--- src/rtl/pwm_dac_fifo.sv ---
// PWM audio DAC with a small sample FIFO, edge/center-aligned modulation and underrun counting.
// Optional build macro PWM_DAC_UNDERRUN_MIDSCALE_EN: on underrun load midscale instead of holding.
module pwm_dac_fifo #(
  parameter int unsigned CODE_WIDTH = 10,
  parameter int unsigned FIFO_DEPTH = 4
) (
  input  logic                          clk,
  input  logic                          rst_n,
  input  logic [CODE_WIDTH-1:0]         in_code,
  input  logic                          in_valid,
  output logic                          in_ready,
  input  logic                          center_mode,
  input  logic                          mute,
  output logic                          pwm_out,
  output logic [$clog2(FIFO_DEPTH):0]   fifo_level,
  output logic                          underrun,
  output logic [15:0]                   underrun_cnt
);

  localparam int unsigned AddrW = $clog2(FIFO_DEPTH);
  localparam int unsigned LevelW = AddrW + 1;
  localparam logic [CODE_WIDTH-1:0] Midscale = {1'b1, {(CODE_WIDTH-1){1'b0}}};

  logic [CODE_WIDTH-1:0] mem_q [FIFO_DEPTH];
  logic [AddrW-1:0]      wr_ptr_q, rd_ptr_q;
  logic [LevelW-1:0]     level_q, level_d;
  logic                  full, empty, push, pop, boundary;

  logic [CODE_WIDTH-1:0] cnt_q, cnt_d;
  logic [CODE_WIDTH-1:0] duty_q, duty_d;
  logic                  mode_q, mode_d;
  logic                  mute_q, mute_d;
  logic                  pwm_q, pwm_d;
  logic                  underrun_q, underrun_d;
  logic [15:0]           ucnt_q, ucnt_d;
  logic [CODE_WIDTH:0]   lo, hi, cnt_ext;

  assign full     = (level_q == LevelW'(FIFO_DEPTH));
  assign empty    = (level_q == '0);
  assign in_ready = ~full;
  // A full FIFO refuses pushes even when a pop happens in the same cycle.
  assign push     = in_valid & ~full;
  assign boundary = &cnt_q;
  assign pop      = boundary & ~empty;

  assign pwm_out      = pwm_q;
  assign fifo_level   = level_q;
  assign underrun     = underrun_q;
  assign underrun_cnt = ucnt_q;

  always_comb begin
    level_d = level_q;
    unique case ({push, pop})
      2'b10:   level_d = level_q + LevelW'(1);
      2'b01:   level_d = level_q - LevelW'(1);
      default: level_d = level_q;
    endcase
  end

  always_comb begin
    duty_d = duty_q;
    mode_d = mode_q;
    mute_d = mute_q;
    if (boundary) begin
      mode_d = center_mode;
      mute_d = mute;
      if (mute) begin
        duty_d = '0;
      end else if (!empty) begin
        duty_d = mem_q[rd_ptr_q];
      end else begin
`ifdef PWM_DAC_UNDERRUN_MIDSCALE_EN
        duty_d = Midscale;
`else
        duty_d = duty_q;
`endif
      end
    end
  end

  // Center window: [2^(W-1) - duty/2, that + duty), one bit wider so the upper bound cannot wrap.
  always_comb begin
    cnt_ext = {1'b0, cnt_q};
    lo      = {1'b0, Midscale} - {2'b00, duty_q[CODE_WIDTH-1:1]};
    hi      = lo + {1'b0, duty_q};
    if (mode_q) begin
      pwm_d = (cnt_ext >= lo) && (cnt_ext < hi);
    end else begin
      pwm_d = (cnt_q < duty_q);
    end
    pwm_d = pwm_d & ~mute_q;
  end

  always_comb begin
    cnt_d      = cnt_q + CODE_WIDTH'(1);
    underrun_d = boundary & empty;
    ucnt_d     = ucnt_q;
    if (underrun_d && (ucnt_q != 16'hFFFF)) begin
      ucnt_d = ucnt_q + 16'd1;
    end
  end

  // Sample storage carries no reset; entries are only read while the FIFO is non-empty.
  always_ff @(posedge clk) begin
    if (push) begin
      mem_q[wr_ptr_q] <= in_code;
    end
  end

  always_ff @(posedge clk or negedge rst_n) begin
    if (!rst_n) begin
      wr_ptr_q   <= '0;
      rd_ptr_q   <= '0;
      level_q    <= '0;
      cnt_q      <= '0;
      duty_q     <= '0;
      mode_q     <= 1'b0;
      mute_q     <= 1'b0;
      pwm_q      <= 1'b0;
      underrun_q <= 1'b0;
      ucnt_q     <= '0;
    end else begin
      if (push) begin
        wr_ptr_q <= wr_ptr_q + AddrW'(1);
      end
      if (pop) begin
        rd_ptr_q <= rd_ptr_q + AddrW'(1);
      end
      level_q    <= level_d;
      cnt_q      <= cnt_d;
      duty_q     <= duty_d;
      mode_q     <= mode_d;
      mute_q     <= mute_d;
      pwm_q      <= pwm_d;
      underrun_q <= underrun_d;
      ucnt_q     <= ucnt_d;
    end
  end

endmodule

--- config.mk ---
export PLATFORM = sky130hd
export DESIGN_NAME = pwm_dac_fifo
export DESIGN_NICKNAME = d
export VERILOG_FILES = /design/src/rtl/pwm_dac_fifo.sv
export SDC_FILE = /design/constraint.sdc
export NUM_CORES = 1
export LEC_CHECK = 0
export ABC_AREA = 1
export BUFFER_PORTS_ARGS = -buffer_cell sky130_fd_sc_hd__buf_2
export CORE_ASPECT_RATIO = 1.25
export CORE_UTILIZATION = 50
export DETAILED_ROUTE_END_ITERATION = 6
export GPL_TIMING_DRIVEN = 0
export PLACE_DENSITY = 0.69
export SYNTH_ARGS = -nofsm -noshare
export SYNTH_HDL_FRONTEND = slang
export SYNTH_SLANG_ARGS = --single-unit
--- constraint.sdc ---
create_clock -name clk -period 2.81 [get_ports clk]
set_input_delay 0.281 -clock clk [delete_from_list [all_inputs] [get_ports clk]]
set_output_delay 0.281 -clock clk [all_outputs]
set_load 0.02 [all_outputs]
# After elaboration in Yosys (flattened, before gate mapping)
# Memory sizes are Yosys's and may differ from the RTL's.
# Cells that the tools add are included.
# word_totals
n_memories	1
output_inout_bits	22
ff_bits	47
ramBits	40
in_bits	15
# op_classes
n_mux	6
eq_ne	5
order_cmp	3
bitwise	7
n_addsub	8
reduce_logical	6
# memory_table
memory	depth	word_bits	read_ports	rd_clocked_by_memory_dff	wr	line_no	rtl
mem_q	4	10	1	0	1	24	logic [CODE_WIDTH-1:0] mem_q [FIFO_DEPTH];
# op_table
cell	n
$mux 10	2
$add 16x1->16 const B	1
$ne 16x16->1 const B	1
$add 11x10->11	1
$ge 10x11->1	1
$lt 10x11->1	1
$reduce_and 11->1	1
$sub 10x9->11 const A	1
$add 10x1->10 const B	1
$lt 10x10->1	1
$reduce_and 10->1	1
$pmux 3 s2	1
$add 2x1->2 const B	2
$and 1x1->1	4
$add 3x1->3 const B	1
$eq 3x3->1 const B	1
$logic_not 3->1	1
$mux 1	3
$not 1->1	3
$sub 3x1->3 const B	1
$eq 2x1->1 const B	1
$eq 2x2->1 const B	1
$logic_and 1x1->1	2
$ne 2x2->1 const B	1
$reduce_bool 2->1	1

# Longest topological paths before layout
# Gate-level depths: netlist (run 1).
# depth
depth_word	6
mapped_depth	26

# Least setup slack after synthesis (run 1)
# No wires, ideal clock.
# synth_timing
kind	reg2reg
start	register duty_q[1]
end	register pwm_q (netlist: pwm_out)
setup_time_ns	0.077
stages_incl_launch_ff	27
path_slack_ns	-0.167
required_ns	2.733
arrival_time_ns	2.900
path_cell_list	dfrtp_1 > inv_1 > nand2_1 > nor2_1 > inv_1 > nor3_1 > nand2_1 > nand2_1 > inv_1 > ha_1 > nand2_1 > inv_1 > nand3_1 > o211ai_1 > xor2_1 > ha_1 > nand2_1 > inv_1 > a21oi_1 > nand2_1 > nand2_1 > nand2_1 > nand2_1 > nand2_1 > nand2_1 > nand2_1 > a21oi_1
# synth_via
elab_chain_len	6
elab_cells_between_ends	8
classes_between	add/sub: 2; order compare: 3; mux: 1; bitwise: 1; reduce/logical: 1
# synth_lines
element	line_no	rtl
start, declared	30	logic [CODE_WIDTH-1:0] duty_q, duty_d;
start signal, assigned	131	duty_q <= duty_d;
$sub 10x9->11	84	lo = {1'b0, Midscale} - {2'b00, duty_q[CODE_WIDTH-1:1]};
$add 11x10->11	85	hi = lo + {1'b0, duty_q};
$lt 10x11->1	87	pwm_d = (cnt_ext >= lo) && (cnt_ext < hi);
$logic_and 1x1->1	87	
$mux 1 *	86	if (mode_q) begin
$and 1x1->1 *	91	pwm_d = pwm_d & ~mute_q;
via pwm_d	33	logic pwm_q, pwm_d;
end signal, assigned	134	pwm_q <= pwm_d;
end, declared	33	
# The timed path passes the listed nets; every way through them passes the cells marked *.
# A chain may end at the register's enable or synchronous reset.

# Worst setup path after layout (run 1)
# layout_timing
start	register duty_q[2]
end	register pwm_q (netlist: pwm_out)
# Same word-level chain as after synthesis.

==> impl_metrics.tcl, run 1 <==
set metrics [dict create \
    run_status "finished, violations left" \
    failed_checks "negative setup slack" \
    synth.yosys.warnings 0 \
    postPlaceCellArea_sq_um 5490 \
    synth_cells 552 \
    slowest_stage "dfrtp_1" \
    synth-compound-area-share 0.102 \
    tritoncts_clock_tree "yes" \
    largest_net_degree_at_the_start_of_global_routing 48 \
    worst-setup-path-type "reg -> reg" \
    r2r_slack_ps -300 \
    worst_setup_hold_path_clk_slew_ps 60 \
    worst_slack_ps -302 \
    placeableCoreArea_sq_um 9760 \
    finalHoldWorstSlack_ps 145 \
    synth_top_cell_by_area "edfxtp_1" \
    timing.setup.tns_ps -302 \
    grt_remaining_overflow 0 \
    hold_class "in -> async" \
    die_w_microns 92.2 \
    final.setup_skew_ps 8.67 \
    synth_xor_area_frac 0.0672 \
    cpPeakStageDelay_ps 390 \
    start_util 0.521 \
    yosysMostFrequentCell "nand2_1" \
    area_delta_synth_final_pct 16.0 \
    worst_setup_path_end_kind "flop" \
    post_drt_via_cell_ratio 5.29 \
    finalCritPeriodShare 1.11 \
    grt_setup_unrepaired "yes" \
    max-clock-path-buffers 2 \
    post_synth.cell_area_avg_sq_um 9.21 \
    final.min_clock_period_ps 3110 \
    synth_commonest_cells "nand2_1, inv_1, dfrtp_1" \
    final_wirelength_microns 10600 \
    wire_per_inst_microns 14.4 \
    arrival_ps 3370 \
    pwr_density_cell_nw_per_um2 593 \
    irDropWorstVdd_mv 0.454 \
    regArea_sq_um 2380 \
    critPathMostFrequentCell "nand2_1" \
    fmax_mhz 321 \
    io_pins 37 \
    drtPass1Iterations 5 \
    placedCellCount 714 \
    syn-cell-area_sq_um 5090 \
    post_synth_fa_ha_maj_area_fraction 0.117 \
    worst-path-max-fanout 5 \
    critPathRequiredTime_ps 3070 \
    report.final.hold_viol_count 0 \
    ant_nets 0 \
    number_of_global_route_vias_before_repair 3798 \
    synth.area.mux_share 0 \
    asyncSetResetFlopFracSynth 0.540 \
    path_cells "inv_2, ha_4, nand3_2, nor2_2, nand3_1, nor2_1, xor2_1, ha_1, inv_1, nor4_4, nand3_1, nand2_1, xnor2_1, ha_1, nand2_1, nand2_1, nand2_1, nand2_1, a21oi_1" \
    setup_viol 1 \
    grt.total_usage 0.215 \
    worst_reg2reg_startpoint "duty_q[2]$_DFFE_PN0P_" \
    worst_setup_path_start_kind "flop" \
    ys_seq_area_frac 0.467 \
    input_output_buffers 36 \
    synthesis.nets 614 \
    multi_input_area_sq_um 2470 \
    r2r_cells 19 \
    yosys.area_share.simple 0.176 \
    cts_sinks 87 \
    fp.dieArea_sq_um 10600 \
    gpl.final_weighted_congestion 0.888 \
    hpwl_microns 7720 \
    maxCapViolations 0 \
    detailedRoute.firstIterationViolations 294 \
    dieHeight_microns 115 \
    p_leak_nw 2.75 \
    maxSlewViolCount 0 \
    num_vias 3893 \
    final.fill_count 848 \
    nNetsFinal 667 \
    synth.area.top_cells "edfxtp_1, dfrtp_1, ha_1" \
    synth-seq-cells 87 \
    post_layout_nonfiller_instances 736 \
    dp_slack_ps -480 \
    largest_family_of_logic_cells_by_synthesized_area "simple AND/OR/NAND/NOR gates" \
    worstMarginPinSlew_ps 1090 \
    synth_ff_type "dfrtp_1" \
    finalInstanceArea_sq_um 5900 \
    cts_root_buffer "clkbuf_16" \
    cts_made_buffers 9 \
    netlist-cell-type-count 37 \
    route.detailed.drc 0 \
    worstReg2RegEnd "pwm_out$_DFF_PN0_" \
    synth.top_cell.area_share 0.236 \
    rows 40 \
    global_route_wire_length_before_repair_microns 17500 \
    initial_antenna_violation_count 0 \
    cts_max_level 3 \
    antenna_cells 0 \
    skew_pair_late_insertion_delay_ps 340 \
    worst_slew_margin_rel 0.274 \
    number_of_flops_mapped_to_enable_cells_by_yosys 40 \
    drive_gt1_frac 0.162 \
]
-- final cells by class --
type,instances,share of cell area
multi-input combinational,373,0.418
sequential,87,0.403
inverter,80,0.0513
clock buffer,10,0.0388
timing repair buffer,42,0.0382
tap,126,0.0267
clock inverter,6,0.0142
buffer,12,0.00954
-- sequential cells by signal, summed over array words and instances, names as in the netlist --
signal,cells
mem_q,40
pwm_out,1
mode_q,1
mute_q,1
wr_ptr_q,2
cnt_q,10
rd_ptr_q,2
fifo_level,3
underrun_cnt,16
duty_q,10
underrun,1
-- worst max-delay path: cells and delay by family (launching register included) --
kind / cells / cell delay (ps)
fa+ha+maj: 3 / 640
buf+inv: 2 / 230
flops: 1 / 390
xor+xnor: 2 / 370
compound gates: 1 / 120
simple gates: 11 / 1270
-- layer usage --
| metal | vias to the layer above | global-route usage | part of all wire |
|---|---|---|---|
| li1 | 1952 | - | - |
| met1 | 1853 | 0.252 | 0.43 |
| met2 | 76 | 0.397 | 0.53 |
| met3 | 12 | 0.0324 | 0.027 |
| met4 | 0 | 0.0813 | 0.014 |
| met5 | - | 0 | 0 |
-- report_power, final --
group | total (W) | switching [W] | internal [W] | leakage (nW)
Sequential | 0.00158 | 0.0000727 | 0.00151 | 0.955
Clock | 0.00126 | 0.000479 | 0.000776 | 0.148
Combinational | 0.000662 | 0.000423 | 0.000239 | 1.65
Total | 0.00350 | 0.000975 | 0.00252 | 2.75
-- timing repair --
item | in CTS | in global routing
buffers inserted | 3 | 3
resized for setup | 11 | 7
hold buffers | 0 | 0
pin swaps | 3 | 6
setup endpoints to repair | 1 | 2
-- cell usage in the layout (no fill, tap or decap), types with 9 or more instances in the layout --
cell	instances
o21ai_0	23
xnor2_1	9
xor2_1	30
edfxtp_1	40
inv_1	73
nand2_1	121
a21oi_1	23
nand3_1	16
buf_2	39
clkbuf_16	9
nor2_1	24
a211oi_1	10
a311oi_1	10
dfrtp_1	45
o21ai_1	12
ha_1	42
-- cell families (layout without fill, tap and decap cells) --
logic type,Yosys count,in the layout
flops,87,87
simple gates,200,200
buf+inv,92,150
fa+ha+maj,47,47
xor+xnor,39,39
compound gates,87,87
-- worst max-delay path by stage --
| stage | depth (start not counted) | from | slack (ps) | to |
|---|---|---|---|---|
| after floorplan | 26 | duty_q[1]$_DFFE_PN0P_ | -50 | pwm_out$_DFF_PN0_ |
| after global placement | 26 | duty_q[1]$_DFFE_PN0P_ | -410 | pwm_out$_DFF_PN0_ |
| after detailed placement | 22 | duty_q[1]$_DFFE_PN0P_ | -480 | pwm_out$_DFF_PN0_ |
| after CTS | 26 | duty_q[2]$_DFFE_PN0P_ | -300 | pwm_out$_DFF_PN0_ |
| after global routing | 26 | duty_q[2]$_DFFE_PN0P_ | -570 | pwm_out$_DFF_PN0_ |
| final | 19 | duty_q[2]$_DFFE_PN0P_ | -300 | pwm_out$_DFF_PN0_ |
-- per-stage QoR --
stage / total power [W] / util
after floorplan: 0.00206 / -
after global placement: 0.00222 / 0.562
after detailed placement: 0.00225 / 0.562
after CTS: 0.00353 / 0.600
after global routing: 0.00368 / 0.605
final: 0.00350 / 0.605
(Power assumes the default switching activity.)
==> inputs of run 2 (changes only) <==
--- a/config.mk
+++ b/config.mk
@@ -11,7 +11,7 @@
 export CORE_UTILIZATION = 50
 export DETAILED_ROUTE_END_ITERATION = 6
 export GPL_TIMING_DRIVEN = 0
-export PLACE_DENSITY = 0.69
+export PLACE_DENSITY = 0.77
 export SYNTH_ARGS = -nofsm -noshare
 export SYNTH_HDL_FRONTEND = slang
 export SYNTH_SLANG_ARGS = --single-unit
==> impl_metrics.tcl, run 2 (same netlist as run 1, synthesis figures left out) <==
set metrics [dict create \
    run_status "finished, violations left" \
    failed_checks "negative setup slack" \
    largest_reg_flops 40 \
    die_w_microns 92.2 \
    maxCapViolations 0 \
    number_of_global_route_vias_before_repair 4061 \
    top_register "mem_q" \
    final_core_util 0.616 \
    initial_antenna_violation_count 0 \
    slowest_stage "dfrtp_1" \
    hpwl_microns 7710 \
    final_wirelength_microns 10700 \
    nNetsFinal 681 \
    path_delay_family "buffers and inverters" \
    worst_slack_ps -520 \
    worst_setup_path_start_kind "flop" \
    finalCritPeriodShare 1.19 \
    dieHeight_microns 115 \
    critPathRequiredTime_ps 3090 \
    worst-setup-path-type "reg -> reg" \
    setup_viol 1 \
    final.fill_count 798 \
    gpl.final_weighted_congestion 0.910 \
    grt_setup_unrepaired "yes" \
    antenna_cells 0 \
    placeableCoreArea_sq_um 9760 \
    route.detailed.drc 0 \
    cts_sinks 87 \
    start_util 0.521 \
    cts_root_buffer "clkbuf_16" \
    num_vias 3984 \
    final.setup_skew_ps 6.44 \
    wire_per_inst_microns 14.3 \
    grt.total_usage 0.220 \
    final.min_clock_period_ps 3330 \
    p_leak_nw 2.82 \
    detailedRoute.firstIterationViolations 208 \
    rows 40 \
    skew_pair_late_insertion_delay_ps 350 \
    hold_class "in -> async" \
    crit_buf_inv 14 \
    input_output_buffers 36 \
    largest_net_degree_at_the_start_of_global_routing 48 \
    report.final.hold_viol_count 0 \
    worst_setup_path_end_kind "flop" \
    r2r_slack_ps -520 \
    maxSlewViolCount 0 \
    cts_made_buffers 9 \
    leading_cell_types_in_the_layout_fill_and_taps_excluded "nand2_1, inv_1, dfrtp_1, ha_1, edfxtp_1" \
    post_drt_via_cell_ratio 5.31 \
    max-clock-path-buffers 2 \
    grt_remaining_overflow 0 \
    irDropWorstVdd_mv 0.595 \
    worst_slew_margin_rel 0.306 \
    timing.setup.tns_ps -520 \
    most_common_cell_after_layout_fill_and_taps_aside "nand2_1" \
    ant_nets 0 \
    worstMarginPinSlew_ps 1040 \
    critPathMostFrequentCell "buf_4" \
    cts_hold_buffers 0 \
    cpPeakStageDelay_ps 380 \
    global_route_wire_length_before_repair_microns 18100 \
    area_delta_synth_final_pct 18.2 \
    arrival_ps 3610 \
    pwr_density_cell_nw_per_um2 583 \
    power.total_w 0.00350 \
    worst-path-max-fanout 3 \
    fmax_mhz 300 \
    tritoncts_clock_tree "yes" \
    cts_max_level 3 \
    fp.dieArea_sq_um 10600 \
    drtPass1Iterations 4 \
    drive_gt1_frac 0.189 \
    io_pins 37 \
    worst_setup_hold_path_clk_slew_ps 70 \
]
## run 2: worst paths after layout
path,startpoint,to,cells after the start
worst max-delay path,duty_q[2]$_DFFE_PN0P_,pwm_out$_DFF_PN0_,27
worst min-delay path,rst_n,underrun_cnt[9]$_DFFE_PN0P_,1
worst max register to register,duty_q[2]$_DFFE_PN0P_,pwm_out$_DFF_PN0_,27
worst min register to register,mode_q$_DFFE_PN0P_,pwm_out$_DFF_PN0_,1
max in group asynchronous,rst_n,cnt_q[1]$_DFF_PN0_,1
min in group clk,in_code[1],mem_q[2][1]$_DFFE_PP_,1
## run 2: per-stage QoR
| step | setup WS [ps] | instance area (sq um) | hold slack (ps) | cells |
|---|---|---|---|---|
| 3_5_place_dp | -471 | 5490 | 443 | 714 |
| 6_report | -520 | 6010 | 116 | 750 |
| 3_3_place_gp | -390 | 5490 | 430 | 714 |
| 2_1_floorplan | -49.7 | 5150 | -14.6 | 552 |
| 4_1_cts | -392 | 5930 | 133 | 745 |
| 5_1_grt | -660 | 6010 | 138 | 750 |
## run 2: worst register-to-register path, delay by kind of cell, from the launching register on
kind / cells / cell delay, ps
AO/OA/AOI/OAI: 1 / 110
adder cells (fa/ha/maj): 1 / 270
buffers and inverters: 14 / 1470
flip-flops: 1 / 380
AND/OR/NAND/NOR: 11 / 1020
## run 2: timing repair
action,in CTS,in global routing
setup endpoints to repair,1,2
pin swaps,16,18
cloned,0,0
gates resized for setup,6,14
buffers inserted,15,5
## run 2: cell type report
type                            instances  area, sq um  share of cell area
Timing Repair Buffer                   56          330              0.0550
Inverter                               80          300              0.0500
Clock buffer                            9          225              0.0375
Sequential cell                        87         2380               0.396
Clock inverter                          7         83.8              0.0139
Buffer                                 12         56.3             0.00937
Multi-Input combinational cell        373         2480               0.412
Tap cell                              126          158              0.0262
## run 2: where the power goes
group	switching (W)	internal [W]	total, W
clock network	0.000517	0.000705	0.00122
registers	0.0000741	0.00151	0.00158
logic	0.000438	0.000262	0.000700
## run 2: routing by layer
metal / up-vias / wire length [microns] / GRT usage / share of wire
li1: 1987 / - / - / -
met1: 1893 / 4510 / 0.254 / 0.42
met3: 30 / 283 / 0.0397 / 0.026
met5: - / 0 / 0 / 0
met2: 74 / 5560 / 0.392 / 0.52
met4: 0 / 386 / 0.114 / 0.036
==> inputs of run 3 (changes only) <==
--- a/config.mk
+++ b/config.mk
@@ -7,7 +7,7 @@
 export LEC_CHECK = 0
 export ABC_AREA = 1
 export BUFFER_PORTS_ARGS = -buffer_cell sky130_fd_sc_hd__buf_2
-export CORE_ASPECT_RATIO = 1.25
+export CORE_ASPECT_RATIO = 1.2
 export CORE_UTILIZATION = 50
 export DETAILED_ROUTE_END_ITERATION = 6
 export GPL_TIMING_DRIVEN = 0
==> impl_metrics.tcl, run 3 (same netlist as run 1, synthesis figures left out) <==
set metrics [dict create \
    run_status "finished, violations left" \
    failed_checks "negative setup slack" \
    worstReg2RegEnd "pwm_out$_DFF_PN0_" \
    nNetsFinal 672 \
    post_drt_via_cell_ratio 5.38 \
    area_delta_synth_final_pct 16.1 \
    slowest_stage "dfrtp_1" \
    hold_class "in -> async" \
    worst_setup_hold_path_clk_slew_ps 70 \
    placedCellCount 711 \
    critPathRequiredTime_ps 3090 \
    grt_remaining_overflow 0 \
    number_of_global_route_vias_before_repair 4052 \
    cts_root_buffer "clkbuf_16" \
    start_util 0.524 \
    input_output_buffers 36 \
    rows 39 \
    crit_buf_inv 6 \
    dieHeight_microns 112 \
    detailedRoute.firstIterationViolations 264 \
    hpwl_microns 7550 \
    maxCapViolations 0 \
    worst-path-max-fanout 4 \
    p_leak_nw 2.77 \
    num_vias 3973 \
    final_wirelength_microns 10700 \
    route.detailed.drc 0 \
    final_core_util 0.608 \
    final.min_clock_period_ps 3160 \
    gpl.final_weighted_congestion 0.875 \
    arrival_ps 3440 \
    worst_setup_path_start_kind "flop" \
    grt.total_usage 0.220 \
    drtPass1Iterations 4 \
    grt_setup_unrepaired "yes" \
    tritoncts_clock_tree "yes" \
    die_w_microns 94.1 \
    max-clock-path-buffers 2 \
    report.final.hold_viol_count 0 \
    leading_cell_types_in_the_layout_fill_and_taps_excluded "nand2_1, inv_1, dfrtp_1, ha_1, edfxtp_1" \
    timing.critical_path.depth 27 \
    skew_pair_late_insertion_delay_ps 350 \
    worst-setup-path-type "reg -> reg" \
    initial_antenna_violation_count 0 \
    placeableCoreArea_sq_um 9710 \
    cpPeakStageDelay_ps 370 \
    pwr_density_cell_nw_per_um2 576 \
    multi_input_area_sq_um 2470 \
    cts_sinks 87 \
    setup_viol 1 \
    drive_gt1_frac 0.171 \
    worst_setup_path_endpoint "pwm_out$_DFF_PN0_" \
    critPathMostFrequentCell "nand2_1" \
    finalCritPeriodShare 1.12 \
    wire_per_inst_microns 14.4 \
    worstMarginPinSlew_ps 1060 \
    global_route_wire_length_before_repair_microns 17900 \
    post_layout_nonfiller_instances 738 \
    io_pins 37 \
    regArea_sq_um 2380 \
    worst_setup_path_end_kind "flop" \
    worstSetupStartpoint "duty_q[2]$_DFFE_PN0P_" \
    most_common_cell_after_layout_fill_and_taps_aside "nand2_1" \
    irDropWorstVdd_mv 0.477 \
    ant_nets 0 \
    worst_slew_margin_rel 0.294 \
    cts_made_buffers 9 \
    r2r_slack_ps -350 \
    worst_slack_ps -350 \
    worst_reg2reg_startpoint "duty_q[2]$_DFFE_PN0P_" \
    largest_net_degree_at_the_start_of_global_routing 48 \
    r2r_cells 27 \
    cts_max_level 3 \
    path_delay_family "simple AND/OR/NAND/NOR gates" \
    final.fill_count 792 \
    maxSlewViolCount 0 \
    largest_reg_flops 40 \
    antenna_cells 0 \
    fp.dieArea_sq_um 10600 \
    fmax_mhz 316 \
    final.setup_skew_ps 7.85 \
    top_register "mem_q" \
]
-- run 3: final cells by class --
type	instances	area share
Multi-Input combinational cell	373	0.418
Sequential cell	87	0.403
Inverter	80	0.0513
Timing Repair Buffer	47	0.0445
Clock buffer	10	0.0388
Tap cell	123	0.0261
Buffer	12	0.00954
Clock inverter	6	0.00827
-- run 3: where the power goes --
part | total, W | internal, W | switching, W
clock | 0.00113 | 0.000614 | 0.000519
sequential | 0.00158 | 0.00151 | 0.0000754
combinational | 0.000685 | 0.000250 | 0.000435
total | 0.00340 | 0.00237 | 0.00103
-- run 3: stage by stage --
step	total power (W)	setup slack [ps]	hold slack [ps]	instance area [sq um]	TNS [ps]
final	0.00340	-350	129	5900	-350
after CTS	0.00341	-323	138	5860	-323
after global placement	0.00222	-393	428	5480	-393
after global routing	0.00357	-546	144	5900	-557
after detailed placement	0.00226	-446	443	5480	-446
after floorplan	0.00206	-49.7	-14.6	5150	-49.7
-- run 3: worst min path at each step --
stage | startpoint | to | slack, ps | cells past startpoint
floorplan | rst_n | cnt_q[0]$_DFF_PN0_ | -10 | 0
CTS | in_code[0] | mem_q[1][0]$_DFFE_PP_ | 140 | 1
detailed placement | mode_q$_DFFE_PN0P_ | pwm_out$_DFF_PN0_ | 440 | 1
finish | rst_n | cnt_q[4]$_DFF_PN0_ | 130 | 1
global route | in_code[7] | mem_q[3][7]$_DFFE_PP_ | 140 | 1
global placement | mode_q$_DFFE_PN0P_ | pwm_out$_DFF_PN0_ | 430 | 1
-- run 3: timing repair --
action,4_1_cts,5_1_grt
setup endpoints to repair,1,2
resized for setup,9,9
buffers inserted,10,1
pin swaps,10,9
hold buffers,0,0
-- run 3: layer usage --
metal | up-vias | routed length (microns) | GRT usage
li1 | 1961 | - | -
met1 | 1889 | 4470 | 0.261
met2 | 94 | 5470 | 0.367
met3 | 29 | 366 | 0.0359
met4 | 0 | 357 | 0.141
met5 | - | 0 | 0
-- run 3: worst reg2reg max path, cell delays in order (launching register included) --
cell      delay, ps
dfrtp_1         370
inv_2            80
nand2_4          80
nor2_4           40
inv_2            70
nor3_4           40
buf_4           130
or2_4           230
nand2_4          60
inv_2            40
ha_4            280
nand2_2          60
inv_2            60
nand3_2          60
o211ai_1        270
xor2_1          190
ha_1            280
nand2_2          90
inv_1            50
a21oi_2         110
nand2_1          70
nand2_1          60
nand2_1          50
nand2_1          50
nand2_1          40
nand2_1          50
nand2_1          70
a21oi_2         110
